--- config.mk ---
export PLATFORM = sky130hd
export DESIGN_NAME = i2c_txn_arbiter
export DESIGN_NICKNAME = d
export VERILOG_FILES = /design/src/rtl/i2c_txn_arbiter.sv
export SDC_FILE = /design/constraint.sdc
export NUM_CORES = 1
export LEC_CHECK = 0
export ABC_AREA = 0
export CORE_ASPECT_RATIO = 1.25
export CORE_MARGIN = 1.5
export CORE_UTILIZATION = 30
export DETAILED_ROUTE_END_ITERATION = 8
export GPL_TIMING_DRIVEN = 0
export SLEW_MARGIN = 20
export SYNTH_ARGS = -nofsm -noshare
export SYNTH_HDL_FRONTEND = slang
export SYNTH_SLANG_ARGS = --single-unit
--- constraint.sdc ---
create_clock -name clk -period 5.65 [get_ports clk]
set_input_delay 1.695 -clock clk [delete_from_list [all_inputs] [get_ports clk]]
set_output_delay 1.695 -clock clk [all_outputs]
set_load 0.05 [all_outputs]
--- src/rtl/i2c_txn_arbiter.sv ---
// Purpose: round-robin arbiter sharing one I2C byte master among NUM_REQ requesters.
// Latency: grant 1 cycle after req is sampled in IDLE; done/err pulse one cycle after master completes or times out.
// Backpressure: requesters hold req until their done/err pulse; at most one transaction in flight.
module i2c_txn_arbiter #(
  parameter int NUM_REQ        = 4,
  parameter int TIMEOUT_CYCLES = 1024,
  parameter int TO_W           = 10
) (
  input  logic                 clk,
  input  logic                 rst,
  input  logic [NUM_REQ-1:0]   req,
  input  logic [NUM_REQ-1:0]   req_rw,
  input  logic [8*NUM_REQ-1:0] req_wdata,
  output logic [NUM_REQ-1:0]   gnt,
  output logic [NUM_REQ-1:0]   done,
  output logic [NUM_REQ-1:0]   err,
  output logic [7:0]           rdata,
  output logic                 busy,
  output logic                 m_rst,
  output logic                 m_rw,
  output logic [7:0]           m_data_in,
  input  logic [7:0]           m_data_out,
  input  logic [2:0]           m_state
);

  localparam int IDX_W = $clog2(NUM_REQ);
  localparam logic [TO_W-1:0] TO_LAST = TO_W'(TIMEOUT_CYCLES - 1);
  localparam logic [2:0] MST_IDLE = 3'd0;
  localparam logic [2:0] MST_DONE = 3'd5;

  typedef enum logic [2:0] {S_IDLE, S_LAUNCH, S_RUN, S_COMPLETE, S_ABORT} state_t;

  state_t             state_q, state_d;
  logic [IDX_W-1:0]   winner_q, winner_d;
  logic [IDX_W-1:0]   last_ptr_q, last_ptr_d;
  logic [TO_W-1:0]    to_q, to_d;
  logic               seen_done_q, seen_done_d;
  logic [NUM_REQ-1:0] gnt_q, gnt_d;
  logic [NUM_REQ-1:0] done_q, done_d;
  logic [NUM_REQ-1:0] err_q, err_d;
  logic [7:0]         rdata_q, rdata_d;
  logic               busy_q, busy_d;
  logic               m_rst_q, m_rst_d;
  logic               m_rw_q, m_rw_d;
  logic [7:0]         m_data_in_q, m_data_in_d;

  logic               pick_vld;
  logic [IDX_W-1:0]   pick_idx;
  logic [IDX_W-1:0]   cand;

  assign gnt       = gnt_q;
  assign done      = done_q;
  assign err       = err_q;
  assign rdata     = rdata_q;
  assign busy      = busy_q;
  assign m_rst     = m_rst_q;
  assign m_rw      = m_rw_q;
  assign m_data_in = m_data_in_q;

  // Round-robin pick: scan from last_ptr+1 upward; iterating farthest-first lets the nearest hit win.
  always_comb begin
    pick_vld = 1'b0;
    pick_idx = '0;
    cand     = '0;
    for (int i = NUM_REQ; i >= 1; i--) begin
      cand = IDX_W'((int'(last_ptr_q) + i) % NUM_REQ);
      if (req[cand]) begin
        pick_vld = 1'b1;
        pick_idx = cand;
      end
    end
  end

  // Next-state and registered-output logic; done/err/grant release are set on entry to COMPLETE/ABORT.
  always_comb begin
    state_d     = state_q;
    winner_d    = winner_q;
    last_ptr_d  = last_ptr_q;
    to_d        = to_q;
    seen_done_d = seen_done_q;
    gnt_d       = gnt_q;
    done_d      = '0;
    err_d       = '0;
    rdata_d     = rdata_q;
    busy_d      = busy_q;
    m_rst_d     = m_rst_q;
    m_rw_d      = m_rw_q;
    m_data_in_d = m_data_in_q;

    case (state_q)
      S_IDLE: begin
        m_rst_d = 1'b1;
        if (pick_vld) begin
          winner_d        = pick_idx;
          m_rw_d          = req_rw[pick_idx];
          m_data_in_d     = req_wdata[8*pick_idx +: 8];
          gnt_d           = '0;
          gnt_d[pick_idx] = 1'b1;
          busy_d          = 1'b1;
          m_rst_d         = 1'b0;
          to_d            = '0;
          seen_done_d     = 1'b0;
          state_d         = S_LAUNCH;
        end
      end

      S_LAUNCH, S_RUN: begin
        if (to_q == TO_LAST) begin
          err_d[winner_q] = 1'b1;
          gnt_d           = '0;
          busy_d          = 1'b0;
          m_rst_d         = 1'b1;
          last_ptr_d      = winner_q;
          state_d         = S_ABORT;
        end else begin
          to_d = to_q + 1'b1;
          if (m_state == MST_DONE) seen_done_d = 1'b1;
          if (state_q == S_LAUNCH) begin
            if (m_state != MST_IDLE) state_d = S_RUN;
          end else if (seen_done_q && (m_state == MST_IDLE)) begin
            if (m_rw_q) rdata_d = m_data_out;
            done_d[winner_q] = 1'b1;
            gnt_d            = '0;
            busy_d           = 1'b0;
            m_rst_d          = 1'b1;
            last_ptr_d       = winner_q;
            state_d          = S_COMPLETE;
          end
        end
      end

      S_COMPLETE, S_ABORT: state_d = S_IDLE;

      default: state_d = S_IDLE;
    endcase
  end

  // State and output registers; reset parks the master and silently drops any transaction.
  always_ff @(posedge clk) begin
    if (rst) begin
      state_q     <= S_IDLE;
      winner_q    <= '0;
      last_ptr_q  <= IDX_W'(NUM_REQ - 1);
      to_q        <= '0;
      seen_done_q <= 1'b0;
      gnt_q       <= '0;
      done_q      <= '0;
      err_q       <= '0;
      rdata_q     <= '0;
      busy_q      <= 1'b0;
      m_rst_q     <= 1'b1;
      m_rw_q      <= 1'b0;
      m_data_in_q <= '0;
    end else begin
      state_q     <= state_d;
      winner_q    <= winner_d;
      last_ptr_q  <= last_ptr_d;
      to_q        <= to_d;
      seen_done_q <= seen_done_d;
      gnt_q       <= gnt_d;
      done_q      <= done_d;
      err_q       <= err_d;
      rdata_q     <= rdata_d;
      busy_q      <= busy_d;
      m_rst_q     <= m_rst_d;
      m_rw_q      <= m_rw_d;
      m_data_in_q <= m_data_in_d;
    end
  end

endmodule

==> run summary, run 1 <==
Mapped Cells: 267
Vias per cell: 5.084
Crit path launch type: primary input
CTS Buf Count: 5
Skew final: 0.004511 ns
Final wirelength: 6700 microns
Unrepaired setup endpoints after global routing: false
Worst EP required: 5.89 ns
Worst Slack Setup Final: 2.097 ns
Finished Cell Area: 0.003495 sq mm
Share of layout cells above drive strength 1: 7.263%
Net Count, Synth: 321
Fillers: 808
DRT Pass-1 Iters: 4
Combinational share of power: 41.7%
Leading area contributor after synthesis: dfxtp_1
Dpl ws: 1.808 ns
Post-DRT Antenna Nets: 0
Commonest cells in the netlist: dfxtp_1, nor2_1, a211oi_1
Setup tns final: 0 ns
Final setup fails: 0
Post-synthesis sequential area ratio: 40.39%
DP HPWL: 4964 microns
Final hold violations: 0
Worst hold endpoint: gnt[0]
Yosys Warn Count: 0
Hold WC Path Type: register to register
Seq pwr share: 36.4%
Max Root-Sink Buffers: 2
Slew headroom: 48.04%
Internal: 0.0007248 W
Site row count: 36
Reg-to-Reg End: rdata[1]
Grt ovf: 0
I/O pin count: 84
Crit Path Max Fanout: 9
Synthesized cell area: 0.002429 sq mm
Postcts setup bufs: 0
Busiest grt layer: met2
Crit-path cells: clkdlybuf4s50_1, nor4_1, nand2b_1, buf_2, a21oi_1, nand2b_1, a21oi_1
# hold bufs at CTS: 0
#FFs+latches synth: 49
Crit path DAT: 3.79 ns
Slowest cell on crit path: nor4_1
Inserted Diodes: 0
Cell count of the worst hold path: 2
CTS tree: done
Primary FF master, synth: dfxtp_1
Clock share of power: 21.9%
Max Freq: 0.2814 GHz
Vias in the first global route: 2239
Pleak: 1.338 nW
Top cells by area, synth: dfxtp_1, a211oi_1, mux2i_1
Worst-Skew Late Latency: 0.31 ns
M2 GR Usage: 27.87%
Reg2Reg Depth: 6
Largest net degree at the start of global routing: 15
Sw Ratio: 39.60%
Via count: 2303
Core ar.: 0.007838 sq mm
Drt wl/cell: 14.79 microns
Met1 usage: 18.34%
Final Max Tran Viols: 0
Most numerous cell in the Yosys netlist: dfxtp_1
Crit-path max cell delay: 0.70 ns
Synth top area share: 40.39%
Die Area: 0.008648 sq mm
Critical path class: primary input to register
Total power: 0.001200 W
PwrDens: 343.4 mW/mm^2
Max Cap Viol: 0
Kind of end point of the critical path: register
PortBufs: 83
Post-route DRC: 0
EDFF count, synth: 0
Root buf cell: clkbuf_8
H-tree levels: 2
Clock sinks: 49
DP Area: 0.003378 sq mm
R2r setup slk: 3.56 ns
Hold_sp: gnt[0]
Final worst-path cycle share: 62.89%
Area grow syn2layout: 43.89%
Chip Height: 103.6 microns
Final min period: 3.553 ns
Max VDD drop: 0.1457 mV
Clk slew on worst S/H paths: 0.09 ns
Met3 Track Usage GR: 3.506%
First-pass GRT wire length: 10940 microns
Total Routing Usage GR: 15.41%
NetSw: 0.0004752 W
GP Congestion: 0.8400
Ys async rst share: 0%
Initial Util: 30.99%
Reg2reg start: to_q[0]
Outcome: finished clean
Layout Nets: 411
Yosys cell types: 49
Initial antenna violation count: 0
Die W: 83.48 microns
Post-Syn Area per Cell: 9.096 sq um
Post_cts resized: 0
First DRT Iteration DRCs: 74
Least-Margin Pin Slew: 0.7723 ns
## cell type report
type	instances	area, sq um	share of cell area (%)
inverter	18	67.56	1.933
timing repair buffer	83	830.8	23.77
multi-input combinational	190	1330	38.06
buffer	10	50.05	1.432
sequential	49	980.9	28.07
clock buffer	7	86.33	2.470
clock inverter	1	30.03	0.8593
tap	95	118.9	3.401
## metrics by stage
stage / utilization (%) / hold WS, ns / cells
after floorplan: - / 0.4501 / 267
after global placement: 43.10 / 0.4624 / 445
after detailed placement: 43.10 / 0.4687 / 445
after CTS: 44.59 / 0.4835 / 453
after global routing: 44.59 / 0.5111 / 453
final: 44.59 / 0.4820 / 453
## sequential cells by signal, summed over array words and instances (netlist names)
register	flops
gnt	4
rdata	8
to_q	10
m_data_in	8
busy	1
winner_q	2
m_rst	1
done	4
last_ptr_q	2
seen_done_q	1
err	4
state_q	3
m_rw	1
## power by group through the flow
stage | clock network, W | logic [W] | registers (W)
global route | 0.000281 | 0.000534 | 0.000445
floorplan | 0 | 0.000221 | 0.000549
finish | 0.000263 | 0.000501 | 0.000437
detailed placement | 0 | 0.000502 | 0.000443
global placement | 0 | 0.000498 | 0.000444
CTS | 0.000269 | 0.000504 | 0.000437
## metal layers
| metal | vias up | share of wire (%) |
|---|---|---|
| li1 | 1154 | - |
| met1 | 1079 | 42 |
| met2 | 64 | 51 |
| met3 | 6 | 6.1 |
| met4 | 0 | 1.0 |
| met5 | - | 0 |
## layout by cell type, fill, tap and decap left out, drive strengths merged, types with 4 or more instances in the layout
cell type / n
nand3: 7
o32ai: 4
a211oi: 28
clkdlybuf4s50: 83
mux2i: 20
a21oi: 10
buf: 5
o21ai: 4
o21bai: 10
dfxtp: 49
nand2: 10
nor2: 33
clkbuf: 12
nor2b: 4
inv: 17
xnor2: 8
nand2b: 7
nor3: 4
## worst max-delay path, delay by kind of cell
| kind | cells | cell delay, ns |
|---|---|---|
| compound gates | 2 | 0.32 |
| simple gates | 3 | 1.10 |
| buf+inv | 2 | 0.68 |
## kinds of logic (layout without fill, tap and decap cells)
family	Yosys count	in the layout	share of synthesized area, %
DFF	49	49	40.39
AOI/OAI and AO/OA	72	72	23.49
and+or+nand+nor	88	88	18.96
buffers and inverters	28	119	4.843
xor gates and xnor gates	9	9	3.555
muxes	20	20	8.243
adders and majority gates	1	1	0.5151
## worst max path at each step
stage               startpoint      endpoint  slack [ns]  depth (start not counted)
floorplan               req[0]       to_q[1]        2.72                          6
global placement        req[3]  m_data_in[0]        1.79                          6
detailed placement      req[1]       to_q[1]        1.81                          7
CTS                     req[1]       to_q[1]        2.11                          7
global route            req[0]  m_data_in[0]        1.91                          6
finish                  req[1]       to_q[1]        2.10                          7
No activity file was read; power rests on OpenSTA's default activity.
==> run 2: changes to the inputs <==
- clock period: 5.65 -> 3.1 ns (I/O delays scaled with it)
==> results of run 2 <==
Same layout as run 1 (identical final DEF). Status: finished clean.
Main changes from that run: setup slack after placement 1.808 ns -> 0.02260 ns; setup slack after layout 2.097 ns -> 0.3116 ns; register-to-register setup slack 3.56 ns -> 1.01 ns; total power 0.001200 W -> 0.002187 W; worst IR drop on VDD 0.1457 mV -> 0.2656 mV
